===== src/rtl/regfile_pkg.sv =====
// Shared types and defaults for the two-read, one-write register file.
package regfile_pkg;

    localparam int REGFILE_WIDTH_DEF = 16;
    localparam int REGFILE_DEPTH_DEF = 8;

    typedef struct packed {
        logic [REGFILE_WIDTH_DEF-1:0] data;
        logic                         valid;
    } rd_resp_t;

    function automatic logic in_range(
        input int unsigned addr,
        input int unsigned depth
    );
        return addr < depth;
    endfunction

endpackage


===== src/rtl/regfile_rdport.sv =====
// One registered read port: entry mux, write bypass, clear and valid masking.
module regfile_rdport
    import regfile_pkg::*;
#(
    parameter int  WIDTH  = REGFILE_WIDTH_DEF,
    parameter int  DEPTH  = REGFILE_DEPTH_DEF,
    parameter int  ADDR_W = $clog2(DEPTH),
    parameter type resp_t = rd_resp_t
) (
    input  logic                        clk,
    input  logic                        rst_n,
    input  logic [ADDR_W-1:0]           addr,
    input  logic [DEPTH-1:0][WIDTH-1:0] mem,
    input  logic [DEPTH-1:0]            vld,
    input  logic                        wr_en,
    input  logic [ADDR_W-1:0]           wr_addr,
    input  logic [WIDTH-1:0]            wr_data,
    input  logic                        clear,
    output resp_t                       resp
);

    resp_t resp_d;
    logic  hit;

    always_comb begin
        resp_d = '0;
        hit    = in_range(32'(addr), DEPTH);
        // wr_en is already qualified by an in-range write address
        if (wr_en && (wr_addr == addr)) begin
            resp_d.data  = wr_data;
            resp_d.valid = 1'b1;
        end else if (clear) begin
            resp_d = '0;
        end else if (hit && vld[addr]) begin
            resp_d.data  = mem[addr];
            resp_d.valid = 1'b1;
        end
    end

    always_ff @(posedge clk or negedge rst_n) begin
        if (!rst_n) begin
            resp <= '0;
        end else begin
            resp <= resp_d;
        end
    end

endmodule


===== src/rtl/regfile_2r1w.sv =====
// Register file with one write port, two registered read ports and flash clear.
module regfile_2r1w
    import regfile_pkg::*;
#(
    parameter  int WIDTH  = REGFILE_WIDTH_DEF,
    parameter  int DEPTH  = REGFILE_DEPTH_DEF,
    localparam int ADDR_W = $clog2(DEPTH)
) (
    input  logic              clk,
    input  logic              rst_n,
    input  logic [WIDTH-1:0]  data_in,
    input  logic [ADDR_W-1:0] writenum,
    input  logic              write,
    input  logic [ADDR_W-1:0] readnum_a,
    input  logic [ADDR_W-1:0] readnum_b,
    input  logic              clear,
    output logic [WIDTH-1:0]  data_out_a,
    output logic [WIDTH-1:0]  data_out_b,
    output logic              valid_a,
    output logic              valid_b
);

    typedef struct packed {
        logic [WIDTH-1:0] data;
        logic             valid;
    } resp_t;

    logic [DEPTH-1:0][WIDTH-1:0] mem;
    logic [DEPTH-1:0]            vld;
    logic                        wr_en;
    resp_t                       resp_a;
    resp_t                       resp_b;

    assign wr_en = write && in_range(32'(writenum), DEPTH);

    // The write lands after the clear so it wins for its own entry
    always_ff @(posedge clk or negedge rst_n) begin
        if (!rst_n) begin
            mem <= '0;
            vld <= '0;
        end else begin
            if (clear) begin
                vld <= '0;
            end
            if (wr_en) begin
                mem[writenum] <= data_in;
                vld[writenum] <= 1'b1;
            end
        end
    end

    regfile_rdport #(
        .WIDTH  (WIDTH),
        .DEPTH  (DEPTH),
        .ADDR_W (ADDR_W),
        .resp_t (resp_t)
    ) u_rd_a (
        .clk     (clk),
        .rst_n   (rst_n),
        .addr    (readnum_a),
        .mem     (mem),
        .vld     (vld),
        .wr_en   (wr_en),
        .wr_addr (writenum),
        .wr_data (data_in),
        .clear   (clear),
        .resp    (resp_a)
    );

    regfile_rdport #(
        .WIDTH  (WIDTH),
        .DEPTH  (DEPTH),
        .ADDR_W (ADDR_W),
        .resp_t (resp_t)
    ) u_rd_b (
        .clk     (clk),
        .rst_n   (rst_n),
        .addr    (readnum_b),
        .mem     (mem),
        .vld     (vld),
        .wr_en   (wr_en),
        .wr_addr (writenum),
        .wr_data (data_in),
        .clear   (clear),
        .resp    (resp_b)
    );

    assign data_out_a = resp_a.data;
    assign valid_a    = resp_a.valid;
    assign data_out_b = resp_b.data;
    assign valid_b    = resp_b.valid;

endmodule


===== config.mk =====
export PLATFORM = sky130hd
export DESIGN_NAME = regfile_2r1w
export DESIGN_NICKNAME = d
export VERILOG_FILES = /design/src/rtl/regfile_pkg.sv /design/src/rtl/regfile_rdport.sv /design/src/rtl/regfile_2r1w.sv
export SDC_FILE = /design/constraint.sdc
export NUM_CORES = 1
export LEC_CHECK = 0
export ABC_AREA = 1
export CORE_MARGIN = 2
export CORE_UTILIZATION = 55
export CTS_CLUSTER_SIZE = 16
export DETAILED_ROUTE_END_ITERATION = 6
export GPL_TIMING_DRIVEN = 0
export PLACE_DENSITY = 0.73
export SLEW_MARGIN = 10
export SYNTH_ARGS = -nofsm -noshare
export SYNTH_HDL_FRONTEND = slang
export SYNTH_SLANG_ARGS = --single-unit

===== constraint.sdc =====
create_clock -name clk -period 1.7 [get_ports clk]
set_clock_uncertainty 0.05 [all_clocks]
set_input_delay 0.255 -clock clk [delete_from_list [all_inputs] [get_ports clk]]
set_output_delay 0.255 -clock clk [all_outputs]
set_load 0.1 [all_outputs]

==> results_dict.tcl <==
set metrics [dict create \
    row_count 47 \
    io_buffers 57 \
    area_growth_pct 16.64 \
    syn_nets 1422 \
    postCtsSetupBuffers 0 \
    wl_per_cell_um 17.46 \
    slowest_stage "clkdlybuf4s15_2" \
    drc 0 \
    critical-path-max-stage-delay_ns 0.56 \
    cts_max_path_buffers 2 \
    synth_top_cell_by_area "dfrtp_1" \
    ys_types 15 \
    tightest_slew_ns 0.7769 \
    cp.buffers_inverters 1 \
    dr.pass1.iters 6 \
    overflow 0 \
    relSlewSlack_pct 48.21 \
    cts_buffers 17 \
    ff_latch_area_mm2 0.004254 \
    fin_crit_ns 1.650 \
    p_sw_mw 4.246 \
    fin_nets 1500 \
    path_class "flip-flop to output pin" \
    min_path_type "primary input to flip-flop" \
    power_frac_clock_pct 32.8 \
    fin_setup_tns_ns 0 \
    cp_data_arrival_time_ns 1.35 \
    drtIter0Drc 1096 \
    ys_seq_area_share_pct 45.44 \
    synth_top_area_share_pct 45.44 \
    routed_wl_um 29750 \
    sw_frac_of_total_pct 34.71 \
    setup_viol 0 \
    diodes 0 \
    pwr-share-comb_pct 26.2 \
    timing.final.crit_share_pct 97.06 \
    core_area_mm2 0.01658 \
    ant_nets 0 \
    grt_usage_pct 34.95 \
    cts_sinks 170 \
    leakagePower_nw 5.988 \
    syn_area_per_cell_um2 6.720 \
    initial_core_util_pct 56.45 \
    synth_edf_count 0 \
    die_x_um 134.5 \
    cts_tree "built" \
    path_cells "clkdlybuf4s15_2" \
    synth.top_cells.by_count "nand2_1 (589), nand3_1 (171), dfrtp_1 (170)" \
    netlist_area_mm2 0.009361 \
    status "finished, final reports clean" \
    nFillCells 1495 \
    slew_violations 0 \
    multi_input_area_mm2 0.004080 \
    synth_seq_cells 170 \
    dp.cells 1671 \
    power_frac_seq_pct 41.0 \
    grt_max_degree 104 \
    die_area_mm2 0.01808 \
    cp_max_fo 1 \
    rsz0062_at_grt "no" \
    cts_max_level 4 \
    instances_no_fill 1704 \
    die_h_um 134.5 \
    synth_warnings 0 \
    endpoint_kind "output pin" \
    synth-main-ff-cell "dfrtp_1" \
    root_buffer "clkbuf_16" \
    async_flop_share_pct 100.0 \
    ir_drop_mv 0.7548 \
    cp-start-kind "flip-flop" \
    clock_latency_ns 0.44 \
    hpwl_um 22140 \
    critPathTopFamily "buffers and inverters" \
    yosysMostFrequentCell "nand2_1" \
    final_layout_size_suffix_gt1_share_pct 8.288 \
    vias 9264 \
    grt_pass1_vias 8855 \
    gp_congestion 0.9289 \
    maxCapViolCount 0 \
    powerDensity_mw_per_mm2 1120 \
    antenna_found_initial 1 \
    io_pins 63 \
    finalHoldViolCount 0 \
    clock.fmax_ghz 0.6060 \
    cp.required_ns 1.39 \
    clk_pin_slew_ns 0.07 \
    synth_area_leaders "dfrtp_1 (45%), nand2_1 (24%), nand3_1 (9.1%)" \
    netlist_instances 1393 \
    vias_per_cell 5.437 \
    grt_first_pass_wirelength_um 48240 \
    power.internal_mw 7.987 \
    hold_ws_ns 0.1784 \
]
-- stage by stage --
step / util [%] / instance area [um^2] / total power, mW / setup slack (ns)
3_5_place_dp: 61.75 / 10240 / 8.198 / -0.4771
5_1_grt: 65.84 / 10920 / 12.86 / 0.002922
6_report: 65.84 / 10920 / 12.23 / 0.04997
2_1_floorplan: - / 9361 / 7.236 / 0.3862
4_1_cts: 65.68 / 10890 / 12.15 / -0.02868
3_3_place_gp: 61.55 / 10210 / 8.109 / -6.486
-- final cells by class --
class                      count  share of cell area (%)
timing repair buffer          59                   6.073
tap                          220                   2.521
clock inverter                 9                   1.272
buffer                        81                   3.942
inverter                     165                   5.672
sequential                   170                   38.96
clock buffer                  23                   4.194
multi-input combinational    977                   37.37
-- cell usage in the layout (no fill, tap or decap), types with 2 or more instances in the layout --
cell type / count
nand3_1: 171
nor2_4: 2
nor2_2: 2
clkdlybuf4s15_2: 34
clkbuf_4: 4
clkbuf_1: 30
inv_2: 7
o21ai_0: 137
buf_4: 8
inv_6: 2
dfrtp_1: 170
nand2_1: 589
buf_2: 23
nand2_2: 2
clkdlybuf4s50_1: 19
clkbuf_16: 17
buf_6: 6
inv_1: 158
clkinvlp_4: 3
clkbuf_2: 6
buf_1: 9
dlymetal6s2s_1: 3
nor2_1: 73
bufinv_16: 3
-- cells by family after synthesis --
kind of cell	after synthesis	share of synthesized area, %
AOI/OAI and AO/OA	138	7.391
and+or+nand+nor	839	36.14
DFF	170	45.44
buffers and inverters	246	11.03
-- power groups by stage --
stage / Combinational (mW) / Clock [mW] / Sequential, mW
after global routing: 3.59 / 4.19 / 5.09
after floorplan: 1.73 / 0 / 5.51
final: 3.20 / 4.01 / 5.02
after global placement: 3.05 / 0 / 5.06
after CTS: 3.13 / 4.01 / 5.01
after detailed placement: 3.13 / 0 / 5.07
-- sequential cells by signal, summed over array words and instances (netlist names) --
register	count
mem	128
u_rd_b.resp	17
vld	8
u_rd_a.resp	17
-- path summary, 6_finish.rpt --
path	start	end	slack, ns	cells after the start
worst min-delay path	writenum[1]	vld[7]	0.18	3
worst max-delay path	u_rd_a.resp[10]	data_out_a[9]	0.05	1
worst max register to register	vld[0]	u_rd_a.resp[1]	0.18	9
min in group asynchronous	rst_n	u_rd_b.resp[16]	0.30	2
max in group asynchronous	rst_n	mem[57]	0.40	3
worst min register to register	mem[78]	mem[78]	0.44	2
-- worst min-delay path: stages --
cell and delay [ns]:
dlymetal6s2s_1 0.19, nand2_1 0.11, o22ai_1 0.06
-- layer usage --
layer / GRT usage (%) / part of all wire [%]
met3: 8.446 / 11
met1: 48.56 / 43
met4: 11.58 / 2.5
met2: 54.31 / 44
met5: 0 / 0.027
-- what timing repair did --
item                                    4_1_cts  5_1_grt
endpoints found under the setup margin       40       98
hold buffers                                  1        0
resized for setup                           103       21
gates cloned                                  0        0
endpoints found under the hold margin        67        0
Note: power is estimated with default switching activity, not from simulation.
